--- src/rtl/dst_act_fifo.sv ---
// Activation output FIFO between core dst stream and host DMA; words are IEEE-754 doubles.
// Optional ReLU on write is enabled by defining DST_RELU_EN.
module dst_act_fifo #(
  parameter int DEPTH = 8,
  parameter int CW    = 16
) (
  input  logic                   clk,
  input  logic                   rst_n,
  input  logic                   flush,
  input  logic                   relu,
  input  logic                   in_valid,
  input  logic [63:0]            in_data,
  input  logic                   in_last,
  output logic                   in_ready,
  output logic                   out_valid,
  output logic [63:0]            out_data,
  output logic                   out_last,
  input  logic                   out_ready,
  output logic [$clog2(DEPTH):0] level,
  output logic [CW-1:0]          pkt_cnt,
  output logic [CW-1:0]          word_cnt,
  output logic                   in_pkt_open
);

  localparam int AW = $clog2(DEPTH);
  localparam int LW = AW + 1;
  localparam logic [LW-1:0] FULL = LW'(DEPTH);

  logic [64:0]   r_mem [DEPTH];
  logic [AW-1:0] r_wr;
  logic [AW-1:0] r_rd;
  logic [LW-1:0] r_level;
  logic [CW-1:0] r_pkt;
  logic [CW-1:0] r_word;
  logic          r_open;
  logic          r_rdy;

  logic          w_push;
  logic          w_pop;
  logic          w_empty;
  logic [63:0]   w_wdata;
  logic [64:0]   w_head;

  assign w_empty   = (r_level == '0);
  assign in_ready  = r_rdy & (r_level != FULL) & ~flush;
  assign out_valid = ~w_empty;
  assign w_push    = in_valid & in_ready;
  assign w_pop     = out_valid & out_ready & ~flush;
  assign w_head    = r_mem[r_rd];

  // Gated so an empty or freshly reset FIFO shows zero, not stale RAM
  assign out_data  = w_empty ? '0 : w_head[63:0];
  assign out_last  = w_empty ? 1'b0 : w_head[64];

  assign level       = r_level;
  assign pkt_cnt     = r_pkt;
  assign word_cnt    = r_word;
  assign in_pkt_open = r_open;

`ifdef DST_RELU_EN
  logic w_nan;
  logic w_neg;

  // -0.0 and NaN do not compare below 0.0, so they pass unchanged
  assign w_nan = (&in_data[62:52]) & (|in_data[51:0]);
  assign w_neg = in_data[63] & (|in_data[62:0]) & ~w_nan;

  always_comb begin
    w_wdata = in_data;
    if (relu & w_neg) w_wdata = '0;
  end
`else
  logic w_unused_relu;

  assign w_unused_relu = relu;

  always_comb begin
    w_wdata = in_data;
  end
`endif

  always_ff @(posedge clk) begin
    if (w_push) r_mem[r_wr] <= {in_last, w_wdata};
  end

  always_ff @(posedge clk or negedge rst_n) begin
    if (!rst_n) begin
      r_rdy <= 1'b0;
    end else begin
      r_rdy <= 1'b1;
    end
  end

  always_ff @(posedge clk or negedge rst_n) begin
    if (!rst_n) begin
      r_wr    <= '0;
      r_rd    <= '0;
      r_level <= '0;
    end else if (flush) begin
      r_wr    <= '0;
      r_rd    <= '0;
      r_level <= '0;
    end else begin
      if (w_push) r_wr <= r_wr + AW'(1);
      if (w_pop)  r_rd <= r_rd + AW'(1);
      unique case ({w_push, w_pop})
        2'b10:   r_level <= r_level + LW'(1);
        2'b01:   r_level <= r_level - LW'(1);
        default: r_level <= r_level;
      endcase
    end
  end

  always_ff @(posedge clk or negedge rst_n) begin
    if (!rst_n) begin
      r_pkt  <= '0;
      r_word <= '0;
    end else if (flush) begin
      r_word <= '0;
    end else if (w_pop) begin
      if (out_last) begin
        r_pkt  <= r_pkt + CW'(1);
        r_word <= '0;
      end else begin
        r_word <= r_word + CW'(1);
      end
    end
  end

  always_ff @(posedge clk or negedge rst_n) begin
    if (!rst_n) begin
      r_open <= 1'b0;
    end else if (flush) begin
      r_open <= 1'b0;
    end else if (w_push) begin
      r_open <= ~in_last;
    end
  end

endmodule

--- config.mk ---
export PLATFORM = sky130hd
export DESIGN_NAME = dst_act_fifo
export DESIGN_NICKNAME = d
export VERILOG_FILES = /design/src/rtl/dst_act_fifo.sv
export SDC_FILE = /design/constraint.sdc
export NUM_CORES = 1
export LEC_CHECK = 0
export ABC_AREA = 1
export CAP_MARGIN = 20
export CORE_AREA = 3 3 201 203
export CTS_BUF_LIST = sky130_fd_sc_hd__clkbuf_16
export CTS_CLUSTER_SIZE = 8
export DETAILED_ROUTE_END_ITERATION = 10
export DIE_AREA = 0 0 204 206
export GPL_TIMING_DRIVEN = 0
export PLACE_DENSITY = 0.88
export SYNTH_ARGS = -nofsm -noshare
export SYNTH_HDL_FRONTEND = slang
export SYNTH_SLANG_ARGS = --single-unit
export TNS_END_PERCENT = 100
--- constraint.sdc ---
create_clock -name clk -period 5.6 [get_ports clk]
set_input_delay 1.68 -clock clk [delete_from_list [all_inputs] [get_ports clk]]
set_output_delay 1.68 -clock clk [all_outputs]
set_load 0.02 [all_outputs]
==> key figures, run 1 <==
Status
  • Outcome: finished, final reports clean

Critical path
  • Crit path max-delay family: buffers and inverters
  • Cells along the critical path: clkbuf_2, inv_1, buf_2, clkbuf_1, o21ai_0, o22ai_1, o21ai_0, a31oi_1, clkdlybuf4s50_1
  • Critical path depth: 9
  • Largest stage delay, worst path: 0.67 ns
  • Worst EP arrival: 3.56 ns
  • Worst reg2reg startpoint: level[3]
  • R2R depth: 8
  • Most numerous cell on the critical path: o21ai_0
  • Setup CP Type: reg2out
  • CP Capture Type: output port
  • Nature of the critical path startpoint: register
  • Worst path slowest cell: clkdlybuf4s50_1
  • Crit-path max FO: 10
  • Critical path data required time: roughly 4 ns
  • WP buf/inv: 5
  • Critical path startpoint: r_rd[1]

Drt
  • WL/cell: between 20 and 25 um
  • Via count: 16500
  • DRT Pass-1 Iters: 8
  • DRC Markers: 0
  • Post-DR vias/cell: 6.30
  • 1st-iter DRT viols: ~2400
  • Routed wire length: just over 60000 um
  • ANT nets after route: 0

Cells and area
  • Final instance area: 0.0275 mm2
  • Final-stage net count: between 2000 and 2500
  • Commonest cells after routing, fill and taps aside: edfxtp_1 (520), nor2_1 (411), o21ai_0 (318)
  • P&R area growth vs syn: 22.2%
  • Share of post-route cells with drive strength above 1: around 8%
  • Most common cell after layout, fill and taps aside: edfxtp_1
  • Non-Filler Instances: roughly 2600

Timing
  • Fmax: 191 MHz
  • Max_slew headroom: between 40% and 50%
  • Final cycle utilization of the critical path: a little over nine tenths
  • Worst setup margin: 0.356 ns
  • Slew @ Worst Pin: about 0.86 ns
  • Hold Fails Final Rpt: 0
  • Setup Viol. Count Final: 0
  • Final Critical Period: ~5.2 ns
  • Max Clock Skew: about 0.024 ns
  • Unrepaired setup endpoints after global routing: no
  • Slew Limit Fails: 0

Floorplanning
  • DIE HEIGHT: approximately 210 um
  • Ports: ~180
  • Row Count: between 70 and 80
  • Core box area: ~0.039 mm2
  • Die Wd: between 200 and 250 um
  • Die ar.: 0.0420 mm2
  • Initial Utilization: roughly 58%

Synth
  • Cell area after synthesis: between 0.02 and 0.025 mm2
  • Synth area leaders: edfxtp_1 (69%), o21ai_0 (7.1%), nor2_1 (7.0%)
  • Synth Instances: between 1500 and 2000
  • Synthesized flop and latch total: 564
  • Sequential-to-total area share from yosys stat: 74.4%
  • Cell type with the largest total area after synthesis: edfxtp_1
  • Synth cell types: 34
  • Syn Nets: 1876
  • Synth warnings: 0
  • Avg Inst Size Synth: ~12 um2
  • Async set-reset flop share out of synthesis: between 7 and 8%
  • EDFF count, synth: between 500 and 600
  • Synth top area share: about 69%
  • Primary FF master, synth: edfxtp_1

Clock network
  • H-tree depth: 3
  • CTS Buf Count: 80
  • Cts repair resizes: 0
  • Largest buffer count on any clock path: 3
  • Hold buffer count at cts: 0
  • Root buffer cell: clkbuf_16
  • Clk slew on worst S/H paths: about 0.05 ns
  • Setup Buffers After CTS: 0
  • CTS tree: yes
  • CTS Sinks: 564
  • Clock latency on the worst-skew pair: 0.59 ns

Placed design
  • Post-Place Cells: ~2500
  • GPL Wtd Cong: approximately 0.88
  • Post-DP HPWL: approximately 38000 um
  • IO buf count: 173
  • Placed instance area: about 0.025 mm2
  • Worst slack, placed: about 0.9 ns

Job
  • Max Cap Viol: 0

Power
  • Max IR drop VDD: 0.000288 V
  • Leakage power: 9.45 nW
  • Power Density: 486 mW/mm2

GRT
  • Initial antenna violation count: 3
  • Grt ovf: 0
  • Largest net degree at the start of global routing: 30
  • First-pass GRT wire length: between 90000 and 100000 um
  • Gr usage total: around 29%
  • Vias in the first global route: about 17000

Min path
  • Hold_sp: pkt_cnt[15]
  • Worst hold path type: reg2reg
  • Worst hold path cell count: 2
[registers in the layout, indices dropped and copies added, names as in the netlist]
name,cells
in_pkt_open,1
level,4
pkt_cnt,16
r_mem,520
r_rd,3
r_rdy,1
r_wr,3
word_cnt,16
[cell families after synthesis]
family | count (synthesis) | synth area share, %
simple gates | 557 | 9.64
flops | 564 | 74.4
fa+ha+maj | 6 | 0.334
buf+inv | 160 | 3.02
xor+xnor | 21 | 0.885
other cells | 1 | 0.0167
compound gates | 490 | 11.7
[Yosys cell counts (7+ instances only)]
master,instances
a31oi_1,64
buf_1,10
buf_2,27
clkbuf_1,62
dfrtp_1,44
edfxtp_1,520
inv_1,46
nand2_1,95
nand3_1,24
nor2_1,419
o21ai_0,318
o21ai_1,33
o22ai_1,69
xnor2_1,7
xor2_1,12
[through the flow]
step	power, mW	utilization, %	hold WS [ns]	setup TNS (ns)
floorplan	7.17	-	0.550	0
global placement	8.96	64.3	0.506	-1351.51
detailed placement	9.08	65.5	0.507	0
CTS	13.3	71.1	0.518	0
global route	13.8	71.1	0.549	0
finish	13.4	71.1	0.516	0
[worst register-to-register path, delay by kind of cell, from the launching register on]
| family | cells | cell delay [ns] |
|---|---|---|
| buf+inv | 3 | 0.63 |
| simple gates | 5 | 1.47 |
| flops | 1 | 0.42 |
[layer usage]
| layer | vias to the layer above | wire length, um | global-route usage, % | part of all wire [%] |
|---|---|---|---|---|
| li1 | 7055 | - | - | - |
| met4 | 0 | 2130 | 13.7 | 3.5 |
| met3 | 183 | 7220 | 6.32 | 12 |
| met1 | 7878 | 21700 | 37.0 | 35 |
| met5 | - | 0 | 0 | 0 |
| met2 | 1343 | 30300 | 47.6 | 49 |
[layout make-up]
type	instances	area, um2
Inverter	50	190
Tap cell	518	648
Timing Repair Buffer	191	2120
Multi-Input combinational cell	1075	5140
Sequential cell	564	16700
Fill cell	2307	11200
Clock buffer	81	2030
Clock inverter	20	136
Antenna cell	2	5.00
Buffer	110	489
[worst paths after layout]
kind,slack [ns],end
max in group asynchronous,4.00,pkt_cnt[14]
worst max register to register,2.73,r_mem[6][30]
min in group asynchronous,1.09,r_wr[0]
worst min register to register,0.52,pkt_cnt[15]
worst min-delay path,0.52,pkt_cnt[15]
worst max-delay path,0.36,out_data[55]
[where the power goes]
| group | internal, mW | switching, mW | leakage, nW | total (mW) |
|---|---|---|---|---|
| clock | 2.55 | 1.66 | 1.11 | 4.22 |
| sequential | 4.71 | 0.0788 | 5.27 | 4.79 |
| combinational | 1.51 | 2.84 | 3.07 | 4.35 |
Power figures use the tool's default switching activity.
==> run 2: changes to the inputs <==
SETUP_SLACK_MARGIN = 0.1   (was not set)
==> results of run 2 <==
The final DEF is identical to that of run 1; final timing and power are the same.
==> run 3: changes to the inputs <==
GPL_TIMING_DRIVEN = not set   (was 0)
REMOVE_ABC_BUFFERS = 1   (was not set)
==> run 3 against run 2 <==
Against the previous run: clock skew is 0.011 ns lower; cell count shrank 3.7%; fmax rose by 2.0%; critical endpoint is now out_data[40]; largest cell class unchanged; highest routed layer is now met5.
==> key figures, run 3 (synthesized netlist as in run 1, its figures left out) <==
Floorplanning
  • Die Wd: 204 um
  • Die ar.: 0.0420 mm2
  • Row Count: 72
  • Core box area: 0.0386 mm2
  • DIE HEIGHT: around 200 um
  • Initial Utilization: 58.1%
  • Ports: about 180

Timing
  • Unrepaired setup endpoints after global routing: no
  • Final Critical Period: just over 5 ns
  • Worst setup margin: approximately 0.46 ns
  • Final cycle utilization of the critical path: roughly 92%
  • Fmax: ~190 MHz
  • Slew @ Worst Pin: 0.990 ns
  • Hold Fails Final Rpt: 0
  • Slew Limit Fails: 0
  • Max_slew headroom: around a third
  • Setup Viol. Count Final: 0
  • Max Clock Skew: between 0.01 and 0.015 ns

Clock network
  • Largest buffer count on any clock path: 3
  • CTS tree: yes
  • Setup Buffers After CTS: 0
  • Hold buffer count at cts: 0
  • Root buffer cell: clkbuf_16
  • Clk slew on worst S/H paths: ~0.05 ns
  • CTS Buf Count: 80
  • Clock latency on the worst-skew pair: 0.58 ns
  • CTS Sinks: ~560
  • Cts repair resizes: 0
  • H-tree depth: 3

Cells and area
  • Commonest cells after routing, fill and taps aside: edfxtp_1 (520), nor2_1 (411), o21ai_0 (318)
  • Fill count: between 2000 and 2500
  • Biggest register: r_mem
  • Final-stage net count: approximately 2100
  • P&R area growth vs syn: 19.7%
  • Reg area: 0.0167 mm2
  • Area of the multi-input gates: 0.00514 mm2
  • Most common cell after layout, fill and taps aside: edfxtp_1
  • Non-Filler Instances: between 2000 and 3000
  • Max FFs per register: 520
  • Share of post-route cells with drive strength above 1: under 10%

Power
  • Max IR drop VDD: about 0.00046 V
  • Leakage power: roughly 9.2 nW
  • Power Density: about 480 mW/mm2
  • Total power: around 13 mW

Drt
  • 1st-iter DRT viols: approximately 1900
  • DRC Markers: 0
  • Via count: 15500
  • ANT nets after route: 0
  • DRT Pass-1 Iters: 7
  • Post-DR vias/cell: ~6.1
  • Routed wire length: 55100 um
  • WL/cell: about 22 um

Critical path
  • Critical path data required time: between 3 and 4 ns
  • Setup CP Type: reg2out
  • CP Capture Type: output port
  • Worst EP arrival: 3.46 ns
  • Crit-path max FO: 54
  • Nature of the critical path startpoint: register

Placed design
  • IO buf count: roughly 170
  • Post-Place Cells: 2412
  • Worst slack, placed: roughly 0.85 ns
  • GPL Wtd Cong: 0.847
  • Post-DP HPWL: around 28000 um

GRT
  • Largest net degree at the start of global routing: 135
  • Gr usage total: roughly a quarter
  • Initial antenna violation count: 2
  • Grt ovf: 0
  • Vias in the first global route: between 15000 and 20000
  • First-pass GRT wire length: approximately 84000 um

Status
  • Outcome: finished, final reports clean

Min path
  • Worst hold path type: reg2reg

Job
  • Max Cap Viol: 0
run 3: report_power, final:
part / leakage [nW] / switching, mW / internal [mW] / total, mW
Sequential: 5.27 / 0.0885 / 4.72 / 4.81
Combinational: 2.85 / 2.55 / 1.45 / 3.99
Clock: 1.10 / 1.64 / 2.52 / 4.17
Total: 9.22 / 4.28 / 8.69 / 13.0
run 3: metal layers:
layer / vias to the layer above / global-route usage (%) / wire length, um
met1: 7555 / 35.0 / 21500
met2: 887 / 42.1 / 26900
met4: 4 / 11.0 / 1750
li1: 6848 / - / -
met5: - / 0 / 34
met3: 157 / 5.02 / 4870
run 3: worst max-delay path: stages, from the launching register on:
cell,delay [ns]
dfrtp_4,0.50
inv_4,0.42
buf_12,0.32
o21ai_0,0.17
o22ai_1,0.18
o21ai_1,0.10
a31oi_1,0.42
clkdlybuf4s50_1,0.71
run 3: final cells by class:
class	count	area share (%)
antenna	1	0.00930
timing repair buffer	205	7.64
clock buffer	80	7.44
multi-input combinational	1075	19.1
inverter	50	0.735
clock inverter	22	0.521
tap	518	2.41
sequential	564	62.2
run 3: through the flow:
stage,utilization [%],hold slack (ns),setup TNS [ns],instance area (um2)
after floorplan,-,0.550,-249.19,22000
after detailed placement,64.1,0.532,0,24800
final,69.6,0.535,0,26900
after CTS,69.6,0.545,0,26900
after global routing,69.6,0.561,0,26900
after global placement,64.1,0.505,0,24800
run 3: path summary, 6_finish.rpt:
check | slack, ns | cells after the start | startpoint | to
worst max-delay path | 0.46 | 7 | r_rd[1] | out_data[40]
worst min-delay path | 0.53 | 2 | pkt_cnt[15] | pkt_cnt[15]
worst max register to register | 2.82 | 7 | level[0] | r_mem[6][38]
worst min register to register | 0.53 | 2 | pkt_cnt[15] | pkt_cnt[15]
max in group asynchronous | 3.60 | 1 | rst_n | r_rd[1]
min in group asynchronous | 1.27 | 1 | rst_n | pkt_cnt[12]
